==> src/rtl/branch_pkg.sv <==
// Shared constants for the branch resolution stage: condition codes,
// flag bit positions and 2-bit predictor counter states.
package branch_pkg;

    localparam logic [2:0] COND_NE  = 3'b000;
    localparam logic [2:0] COND_EQ  = 3'b001;
    localparam logic [2:0] COND_GT  = 3'b010;
    localparam logic [2:0] COND_LT  = 3'b011;
    localparam logic [2:0] COND_GE  = 3'b100;
    localparam logic [2:0] COND_LE  = 3'b101;
    localparam logic [2:0] COND_OV  = 3'b110;
    localparam logic [2:0] COND_UNC = 3'b111;

    localparam int FLAG_N = 2;
    localparam int FLAG_Z = 1;
    localparam int FLAG_V = 0;

    localparam logic [1:0] CTR_SNT = 2'b00;
    localparam logic [1:0] CTR_WNT = 2'b01;
    localparam logic [1:0] CTR_WT  = 2'b10;
    localparam logic [1:0] CTR_ST  = 2'b11;

endpackage

==> src/rtl/branch_resolve_unit_if.sv <==
// Bus between decode/EX, fetch and the branch resolution stage.
interface branch_resolve_unit_if #(
    parameter int ADDR_W   = 16,
    parameter int OFFSET_W = 9
);
    logic [2:0]          flag_wr_en;
    logic [2:0]          flag_wr_data;
    logic                flag_pend;
    logic                br_valid;
    logic                br_ready;
    logic [2:0]          br_cond;
    logic                br_is_reg;
    logic [ADDR_W-1:0]   br_pc;
    logic [OFFSET_W-1:0] br_offset;
    logic [ADDR_W-1:0]   br_reg_target;
    logic                br_pred_taken;
    logic                res_valid;
    logic                res_taken;
    logic [ADDR_W-1:0]   res_target;
    logic                res_mispredict;
    logic [2:0]          flags;
    logic [ADDR_W-1:0]   pred_pc;
    logic                pred_taken_out;

    modport master (
        output flag_wr_en, flag_wr_data, flag_pend, br_valid, br_cond, br_is_reg,
               br_pc, br_offset, br_reg_target, br_pred_taken, pred_pc,
        input  br_ready, res_valid, res_taken, res_target, res_mispredict,
               flags, pred_taken_out
    );

    modport slave (
        input  flag_wr_en, flag_wr_data, flag_pend, br_valid, br_cond, br_is_reg,
               br_pc, br_offset, br_reg_target, br_pred_taken, pred_pc,
        output br_ready, res_valid, res_taken, res_target, res_mispredict,
               flags, pred_taken_out
    );
endinterface

==> src/rtl/branch_pht.sv <==
// Pattern history table of 2-bit saturating counters, indexed by pc[IDX_W:1].
// Reads are asynchronous and see the pre-update value during an update cycle.
module branch_pht
    import branch_pkg::*;
#(
    parameter int         ADDR_W    = 16,
    parameter int         PHT_DEPTH = 16,
    parameter logic [1:0] CTR_INIT  = CTR_WNT
) (
    input  logic              clk,
    input  logic              rst_n,
    input  logic              i_upd_en,
    input  logic [ADDR_W-1:0] i_upd_pc,
    input  logic              i_upd_taken,
    input  logic [ADDR_W-1:0] i_rd_pc,
    output logic              o_rd_taken
);
    localparam int IDX_W = $clog2(PHT_DEPTH);

    logic [1:0]       r_ctr [PHT_DEPTH];
    logic [IDX_W-1:0] w_upd_idx;
    logic [IDX_W-1:0] w_rd_idx;
    logic             w_unused_pc;

    assign w_upd_idx   = i_upd_pc[IDX_W:1];
    assign w_rd_idx    = i_rd_pc[IDX_W:1];
    assign w_unused_pc = ^{i_upd_pc[ADDR_W-1:IDX_W+1], i_upd_pc[0],
                           i_rd_pc[ADDR_W-1:IDX_W+1], i_rd_pc[0]};

    always_ff @(posedge clk or negedge rst_n) begin
        if (!rst_n) begin
            for (int i = 0; i < PHT_DEPTH; i++) r_ctr[i] <= CTR_INIT;
        end else if (i_upd_en) begin
            if (i_upd_taken && r_ctr[w_upd_idx] != CTR_ST)
                r_ctr[w_upd_idx] <= r_ctr[w_upd_idx] + 2'd1;
            else if (!i_upd_taken && r_ctr[w_upd_idx] != CTR_SNT)
                r_ctr[w_upd_idx] <= r_ctr[w_upd_idx] - 2'd1;
        end
    end

    assign o_rd_taken = r_ctr[w_rd_idx][1];

endmodule

==> src/rtl/branch_resolve_unit.sv <==
// Branch resolution stage: N/Z/V flag register with write forwarding,
// condition evaluation, next-PC computation and PHT training.
module branch_resolve_unit
    import branch_pkg::*;
#(
    parameter int         ADDR_W    = 16,
    parameter int         OFFSET_W  = 9,
    parameter int         PHT_DEPTH = 16,
    parameter logic [1:0] CTR_INIT  = CTR_WNT
) (
    input  logic                  clk,
    input  logic                  rst_n,
    branch_resolve_unit_if.slave  bus
);
    logic [2:0]        r_flags;
    logic              r_res_valid;
    logic              r_res_taken;
    logic [ADDR_W-1:0] r_res_target;
    logic              r_res_mispredict;

    logic [2:0]        w_eff;
    logic              w_taken;
    logic              w_accept;
    logic [ADDR_W-1:0] w_seq;
    logic [ADDR_W-1:0] w_off_ext;
    logic [ADDR_W-1:0] w_rel;
    logic [ADDR_W-1:0] w_target;

    // Same-cycle flag writes are visible to the branch being evaluated.
    assign w_eff = (bus.flag_wr_en & bus.flag_wr_data) | (~bus.flag_wr_en & r_flags);

    always_comb begin
        w_taken = 1'b0;
        case (bus.br_cond)
            COND_NE:  w_taken = ~w_eff[FLAG_Z];
            COND_EQ:  w_taken =  w_eff[FLAG_Z];
            COND_GT:  w_taken = ~w_eff[FLAG_Z] & ~w_eff[FLAG_N];
            COND_LT:  w_taken =  w_eff[FLAG_N];
            COND_GE:  w_taken =  w_eff[FLAG_Z] | ~w_eff[FLAG_N];
            COND_LE:  w_taken =  w_eff[FLAG_N] |  w_eff[FLAG_Z];
            COND_OV:  w_taken =  w_eff[FLAG_V];
            COND_UNC: w_taken = 1'b1;
            default:  w_taken = 1'b0;
        endcase
    end

    // Offset counts instruction words; shift by one to get a byte displacement.
    assign w_seq     = bus.br_pc + ADDR_W'(2);
    assign w_off_ext = {{(ADDR_W-OFFSET_W){bus.br_offset[OFFSET_W-1]}}, bus.br_offset};
    assign w_rel     = w_seq + {w_off_ext[ADDR_W-2:0], 1'b0};
    assign w_target  = !w_taken      ? w_seq :
                       bus.br_is_reg ? bus.br_reg_target : w_rel;

    assign w_accept = bus.br_valid & ~bus.flag_pend;

    always_ff @(posedge clk or negedge rst_n) begin
        if (!rst_n) begin
            r_flags          <= '0;
            r_res_valid      <= 1'b0;
            r_res_taken      <= 1'b0;
            r_res_target     <= '0;
            r_res_mispredict <= 1'b0;
        end else begin
            r_flags     <= w_eff;
            r_res_valid <= w_accept;
            if (w_accept) begin
                r_res_taken      <= w_taken;
                r_res_target     <= w_target;
                r_res_mispredict <= w_taken ^ bus.br_pred_taken;
            end
        end
    end

    branch_pht #(
        .ADDR_W    (ADDR_W),
        .PHT_DEPTH (PHT_DEPTH),
        .CTR_INIT  (CTR_INIT)
    ) u_pht (
        .clk         (clk),
        .rst_n       (rst_n),
        .i_upd_en    (w_accept),
        .i_upd_pc    (bus.br_pc),
        .i_upd_taken (w_taken),
        .i_rd_pc     (bus.pred_pc),
        .o_rd_taken  (bus.pred_taken_out)
    );

    assign bus.br_ready       = ~bus.flag_pend;
    assign bus.flags          = r_flags;
    assign bus.res_valid      = r_res_valid;
    assign bus.res_taken      = r_res_taken;
    assign bus.res_target     = r_res_target;
    assign bus.res_mispredict = r_res_mispredict;

endmodule
==> src/flat_wrapper.sv <==
// flat-port wrapper written by rule: the top's interface ports become plain ports
module branch_resolve_unit_flat import branch_pkg::*;
#(
    parameter int         ADDR_W    = 16,
    parameter int         OFFSET_W  = 9,
    parameter int         PHT_DEPTH = 16,
    parameter logic [1:0] CTR_INIT  = CTR_WNT
)
  (clk, rst_n, bus_flag_wr_en, bus_flag_wr_data, bus_flag_pend, bus_br_valid, bus_br_cond, bus_br_is_reg, bus_br_pc, bus_br_offset, bus_br_reg_target, bus_br_pred_taken, bus_pred_pc, bus_br_ready, bus_res_valid, bus_res_taken, bus_res_target, bus_res_mispredict, bus_flags, bus_pred_taken_out);
  branch_resolve_unit_if #(.ADDR_W(ADDR_W), .OFFSET_W(OFFSET_W)) bus_i ();
  input  logic clk;
  input  logic rst_n;
  input wire logic [$bits(bus_i.flag_wr_en)-1:0] bus_flag_wr_en;
  input wire logic [$bits(bus_i.flag_wr_data)-1:0] bus_flag_wr_data;
  input wire logic [$bits(bus_i.flag_pend)-1:0] bus_flag_pend;
  input wire logic [$bits(bus_i.br_valid)-1:0] bus_br_valid;
  input wire logic [$bits(bus_i.br_cond)-1:0] bus_br_cond;
  input wire logic [$bits(bus_i.br_is_reg)-1:0] bus_br_is_reg;
  input wire logic [$bits(bus_i.br_pc)-1:0] bus_br_pc;
  input wire logic [$bits(bus_i.br_offset)-1:0] bus_br_offset;
  input wire logic [$bits(bus_i.br_reg_target)-1:0] bus_br_reg_target;
  input wire logic [$bits(bus_i.br_pred_taken)-1:0] bus_br_pred_taken;
  input wire logic [$bits(bus_i.pred_pc)-1:0] bus_pred_pc;
  output wire logic [$bits(bus_i.br_ready)-1:0] bus_br_ready;
  output wire logic [$bits(bus_i.res_valid)-1:0] bus_res_valid;
  output wire logic [$bits(bus_i.res_taken)-1:0] bus_res_taken;
  output wire logic [$bits(bus_i.res_target)-1:0] bus_res_target;
  output wire logic [$bits(bus_i.res_mispredict)-1:0] bus_res_mispredict;
  output wire logic [$bits(bus_i.flags)-1:0] bus_flags;
  output wire logic [$bits(bus_i.pred_taken_out)-1:0] bus_pred_taken_out;
  assign bus_i.flag_wr_en = bus_flag_wr_en;
  assign bus_i.flag_wr_data = bus_flag_wr_data;
  assign bus_i.flag_pend = bus_flag_pend;
  assign bus_i.br_valid = bus_br_valid;
  assign bus_i.br_cond = bus_br_cond;
  assign bus_i.br_is_reg = bus_br_is_reg;
  assign bus_i.br_pc = bus_br_pc;
  assign bus_i.br_offset = bus_br_offset;
  assign bus_i.br_reg_target = bus_br_reg_target;
  assign bus_i.br_pred_taken = bus_br_pred_taken;
  assign bus_i.pred_pc = bus_pred_pc;
  assign bus_br_ready = bus_i.br_ready;
  assign bus_res_valid = bus_i.res_valid;
  assign bus_res_taken = bus_i.res_taken;
  assign bus_res_target = bus_i.res_target;
  assign bus_res_mispredict = bus_i.res_mispredict;
  assign bus_flags = bus_i.flags;
  assign bus_pred_taken_out = bus_i.pred_taken_out;
  branch_resolve_unit #(.ADDR_W(ADDR_W), .OFFSET_W(OFFSET_W), .PHT_DEPTH(PHT_DEPTH), .CTR_INIT(CTR_INIT)) u_core (.clk(clk), .rst_n(rst_n), .bus(bus_i));
endmodule
==> config.mk <==
export PLATFORM = sky130hd
export DESIGN_NAME = branch_resolve_unit_flat
export DESIGN_NICKNAME = d
export VERILOG_FILES = /design/src/rtl/branch_pkg.sv /design/src/rtl/branch_resolve_unit_if.sv /design/src/rtl/branch_pht.sv /design/src/rtl/branch_resolve_unit.sv /design/src/flat_wrapper.sv
export SDC_FILE = /design/constraint.sdc
export NUM_CORES = 1
export LEC_CHECK = 0
export CAP_MARGIN = 25
export CORE_ASPECT_RATIO = 1.4
export CORE_UTILIZATION = 40
export CTS_CLUSTER_SIZE = 20
export DETAILED_ROUTE_END_ITERATION = 8
export HOLD_SLACK_MARGIN = 0.06
export PLACE_DENSITY = 0.66
export RECOVER_POWER = 100
export REMOVE_ABC_BUFFERS = 1
export SYNTH_ARGS = -nofsm -noshare
export SYNTH_HDL_FRONTEND = slang
export SYNTH_SLANG_ARGS = --single-unit
export TNS_END_PERCENT = 10
==> constraint.sdc <==
create_clock -name clk -period 4 [get_ports clk]
set_input_delay 0.8 -clock clk [delete_from_list [all_inputs] [get_ports clk]]
set_output_delay 0.8 -clock clk [all_outputs]
set_load 0.1 [all_outputs]
== After elaboration in Yosys (flattened, before gate mapping) ==
Index checks and enable logic that the tools add are counted.

* Bitwise logic cells: 14
* Reduce and logical (&&, ||, !) cells: 8
* Eq/ne operators: 8
* Add/sub/neg operators: 4
* Mux-type cells: 15
* Magnitude comparators: 3

{| class="wikitable"
|+ Operator list
! kind !! number
|-
| $bwmux 32 || 2
|-
| $mux 32 || 2
|-
| $mux 16 || 2
|-
| $add 16x16->16 || 1
|-
| $add 16x2->16 const B || 1
|-
| $bmux 2 s4 || 2
|-
| $eq 3x3->1 const B || 4
|-
| $ge 5x5->1 const B || 2
|-
| $mux 2 || 5
|-
| $not 4->5 || 2
|-
| $demux 2 s4 || 1
|-
| $pmux 1 s8 || 1
|-
| $and 3x3->3 || 2
|-
| $eq 3x2->1 const B || 2
|-
| $lt 5x1->1 const B || 1
|-
| $reduce_bool 2->1 || 2
|-
| $eq 3x1->1 const B || 1
|-
| $logic_and 1x1->1 || 3
|-
| $logic_not 3->1 || 1
|-
| $not 1->1 || 3
|-
| $not 3->3 || 1
|-
| $or 3x3->3 || 1
|-
| $add 2x1->2 const B || 1
|-
| $and 1x1->1 || 2
|-
| 6 further kinds || 7
|}

* Flip-flop bits (word level): 54
* Output and inout bits: 24
* Word-level logic and storage cells: 73

== Longest topological paths before layout ==
* Depth in word-level cells: 10
* Gate-level depth with buffers: 13
* Mapped depth without buffers: 11

== By module ==
From an unflattened synthesis, not the netlist that was laid out.

* Cell total of the unflattened synthesis: 394
* Area, all modules: 4,212.8 sq um

{| class="wikitable"
|+ By module, submodules not included
! module !! area an instance (sq um) !! cells each !! times used
|-
| branch_resolve_unit || 2,145.8 || 251 || 1
|-
| branch_pht || 2,067.0 || 143 || 1
|}

== Least setup slack after synthesis ==
Ideal clock, no wire load.

* Kind: input port to flip-flop
* From: input port bus_br_pc[1]
* To: register u_core.u_pht.r_ctr[17] (netlist name)
* Arrival: 3,537 ps
* Stages on the path: 13
* Setup time: 125 ps
* Setup slack: 339 ps
* Data required time: 3,875 ps
* Path through: buf_2 > mux4_2 > mux2i_1 > nand2_1 > o21ai_1 > clkbuf_1 > inv_1 > ha_1 > nor2_1 > and2_1 > o21ai_0 > a21boi_0 > mux2_2

* Word-level cells in the longest chain between the ends: 8
* Elaborated cells between the ends (all ways): 21
* Classes of those cells: add/sub (2); order compare (2); eq/ne (1); mux (9); bitwise (1); reduce/logical (6)

{| class="wikitable"
|+ RTL lines
! item !! RTL line !! RTL
|-
| start, declared || flat_wrapper.sv:19 || <nowiki>input wire logic [$bits(bus_i.br_pc)-1:0] bus_br_pc;</nowiki>
|-
| $not 4->5 (not written as such) * || -- ||
|-
| $bmux 2 s4 (tied with other cells) || -- ||
|-
| $mux 2 (not written as such) / $logic_and 1x1->1 (equally long branches) || -- ||
|-
| $mux 2, on equally long branches || -- ||
|-
| $sub 2x1->2 (tied with other cells) || branch_pht.sv:37 || <nowiki>r_ctr[w_upd_idx] <= r_ctr[w_upd_idx] - 2'd1;</nowiki>
|-
| $bwmux 32 (tied with other cells) || branch_pht.sv:37 ||
|-
| $mux 32 / $reduce_bool 2->1 (equally long branches) || -- ||
|-
| $mux 32 / $reduce_and 2->1 (equally long branches) || -- ||
|-
| end signal, assigned by index || branch_pht.sv:35 || <nowiki>r_ctr[w_upd_idx] <= r_ctr[w_upd_idx] + 2'd1;</nowiki>
|-
| end signal, assigned by index || branch_pht.sv:37 ||
|-
| end, declared || branch_pht.sv:20 || <nowiki>logic [1:0] r_ctr [PHT_DEPTH];</nowiki>
|}

Every way passes the cells marked *; elsewhere a longest branch is shown, timed or not. The select of a mux whose other input is x is not followed.
A chain may end at the register's enable or synchronous reset.

== Final worst setup path ==
Ends and elaborated chain as after synthesis.

==> flow_metrics.tcl <==
set metrics [dict create \
    core-area_sq_mm 0.009899 \
    cp_num_buf_inv 4 \
    grtUsageTotal_pct 21.80 \
    cts_num_sinks 54 \
    dieArea_sq_mm 0.01056 \
    p_clk_share_pct 18.2 \
    sw_frac_of_total_pct 41.25 \
    routabilityCongestion 0.8917 \
    critPathKind "primary input to flip-flop" \
    clk_latency_ps 300 \
    first_pass_iters 4 \
    cts_made_buffers 5 \
    leakagePower_uw 0.002174 \
    grt_max_degree 38 \
    setup_viol 0 \
    final_antenna_net_count 0 \
    seq_area_frac_synth_pct 33.78 \
    n_antenna_cell 0 \
    area_growth_pct 30.17 \
    fin_nets 591 \
    timing.slew.headroom_pct -28.75 \
    multi_input_area_sq_mm 0.002547 \
    grt_pass1_vias 3619 \
    report.power.total_uw 2477 \
    fillers 928 \
    io_buffers 83 \
    cap_viol_max_count 1 \
    synth_flop_cell "dfrtp_1" \
    holdBufCountCts 0 \
    synth_edf_count 0 \
    seqPwrFrac_pct 34.4 \
    grt_overflow 0 \
    row_count 43 \
    wl_per_cell_um 17.43 \
    worst_path_max_delay_cell "mux4_2" \
    grt_pass1_wl_um 17520 \
    fp.dieW_um 87.15 \
    dieHeight_um 121.2 \
    combinationalPowerShare_pct 47.4 \
    start_util_pct 41.01 \
    hold_path_class "flip-flop to flip-flop" \
    synth_cell_types 62 \
    crit_family "multiplexers" \
    cp_data_required_time_ps 4190 \
    ctsLongestPathBuffers 2 \
    start_kind "primary input" \
    rsz0062_at_grt "false" \
    htreeDepth 2 \
    syn-cell-area_sq_mm 0.004060 \
    async_flop_share_pct 100.0 \
    setup_tns_ps 0 \
    status "finished, violations left" \
    ff_latch_area_sq_mm 0.001371 \
    min_period_over_period_pct 96.19 \
    synth_seq_cells 54 \
    power_density_mw_per_mm2 468.7 \
    synth_largest_area_cell "dfrtp_1" \
    power.internal_uw 1455 \
    vias 3569 \
    finalWirelength_um 11000 \
    fmax_mhz 259.9 \
    synthCells 401 \
    cp_cell_sequence "clkdlybuf4s50_1 > buf_12 > mux4_2 > mux2_2 > o21ai_0 > inv_1 > ha_1 > nor2_1 > and2_0 > o21ai_0 > a21boi_0 > buf_4 > mux2_2" \
    drt-initial-drc-count 121 \
    utilization_pct 53.39 \
    root_buffer "clkbuf_16" \
    tightestPinTransition_ps 1931 \
    cts_tree "done" \
    slew_viol_final 38 \
    skew_ps 5.366 \
    cp_max_fo 9 \
    synth.avg_cell_area_sq_um 10.13 \
    drive_gt1_share_pct 20.56 \
    vias_per_cell 5.656 \
    synth_top_cell_area_share_pct 23.42 \
    antenna_found_initial 0 \
    ir_worst_vdd_mv 0.3936 \
    hpwl_um 8597 \
    p_sw_uw 1022 \
    worstSetupEndpointType "flip-flop" \
    yosysWarnings 0 \
    min_period_ps 3848 \
    drc 0 \
    cts_setup_buffers 0 \
    critical_path.max_stage_delay_ps 540 \
    synth_area_leaders "dfrtp_1 (23%), dfstp_2 (10%), mux2_2 (9.4%)" \
    io_pins 96 \
    clk_pin_slew_ps 70 \
    violations "max-capacitance violations, max-slew violations" \
    crit_arrival_ps 4040 \
    hold_viol_final 0 \
]
-- metal layers --
layer,vias to the layer above,part of all wire [%],global-route usage (%)
met5,-,0,0
met4,0,2.9,8.504
met3,27,5.3,3.605
met2,108,52,39.07
met1,1757,40,25.64
li1,1677,-,-
-- synthesized netlist by cell type, drive strengths merged, types with 5 or more instances --
master and n:
buf 7, a211o 6, a31oi 5, nand4 9
dfstp 16, mux4 14, xnor2 12, mux2i 5
o21ai 26, a21oi 16, mux2 35, nor2 25
a21boi 7, dfrtp 38, nand3 13, o211ai 6
a211oi 5, inv 12, clkbuf 11, nand2 32
ha 23, xor2 12, a21o 5, nand2b 5
a21bo 6, and2 5
-- layout make-up --
class	count	share of cell area, %
clock inverter	3	0.4972
tap	135	3.196
inverter	14	0.9943
multi-input combinational	315	48.20
sequential	54	25.95
clock buffer	5	2.367
timing repair buffer	105	18.80
-- tightest hold or removal path: stages (launching register included) --
cell     delay (ps)
dfrtp_1         350
nand2_1          50
nand2_1          50
-- stage by stage --
step | cell area [sq um] | hold slack (ps) | std cells | setup WS [ps]
after global placement | 5167 | 462.7 | 623 | 6.801
after detailed placement | 5167 | 474.4 | 623 | -62.90
after global routing | 5285 | 501.3 | 631 | 24.49
after floorplan | 3975 | 491.0 | 383 | 430.4
after CTS | 5319 | 491.1 | 631 | 224.2
final | 5285 | 482.2 | 631 | 152.5
-- power groups by stage --
| stage | sequential, uW | clock (uW) | combinational [uW] |
|---|---|---|---|
| floorplan | 1120 | 0 | 564 |
| global placement | 853 | 0 | 1190 |
| detailed placement | 863 | 0 | 1200 |
| CTS | 853 | 466 | 1210 |
| global route | 875 | 481 | 1260 |
| finish | 853 | 451 | 1170 |
-- kinds of logic (layout without fill, tap and decap cells) --
family / Yosys count / after routing / share of synthesized area (%)
adder cells (fa/ha/maj): 24 / 24 / 7.581
XOR/XNOR: 24 / 24 / 5.362
buffers and inverters: 32 / 127 / 3.390
multiplexers: 54 / 54 / 18.80
flip-flops: 54 / 54 / 33.77
AO/OA/AOI/OAI: 101 / 101 / 16.86
AND/OR/NAND/NOR: 112 / 112 / 14.24
-- worst paths after layout --
path	start	cells past startpoint	slack [ps]	endpoint
hold reg to reg	u_core.bus.res_taken$_DFFE_PN0P_	2	480	u_core.bus.res_taken$_DFFE_PN0P_
max in group asynchronous	rst_n	2	1230	u_core.bus.res_mispredict$_DFFE_PN0P_
setup reg to reg	flip-flop	11	980	u_core.u_pht.r_ctr[17]$_DFFE_PN0P_
setup / recovery	bus_br_pc[1]	13	150	u_core.u_pht.r_ctr[17]$_DFFE_PN0P_
hold / removal	u_core.bus.res_taken$_DFFE_PN0P_	2	480	u_core.bus.res_taken$_DFFE_PN0P_
min in group asynchronous	rst_n	1	1020	u_core.bus.flags[2]$_DFF_PN0_
-- placed cells by master, fill, tap and decap left out, types with 5 or more instances in the layout --
cell / count
clkdlybuf4s50_1: 55
dfrtp_1: 38
mux2_2: 33
nand2_1: 32
o21ai_0: 26
nor2_1: 25
dlygate4sd3_1: 25
ha_1: 23
a21oi_1: 16
dfstp_2: 16
mux4_2: 14
nand3_1: 13
inv_1: 11
xor2_1: 11
xnor2_1: 11
buf_4: 11
nand4_1: 9
clkbuf_1: 8
a211o_1: 6
o211ai_1: 6
a21bo_2: 6
mux2i_1: 5
nand2b_1: 5
a21o_1: 5
a31oi_1: 5
a211oi_1: 5
clkbuf_16: 5
-- what timing repair did --
action                                 CTS  global route
gates resized for setup                  0             1
endpoints found under the hold margin    0             0
setup endpoints to repair                0             1
Note: power is estimated with default switching activity, not from simulation.
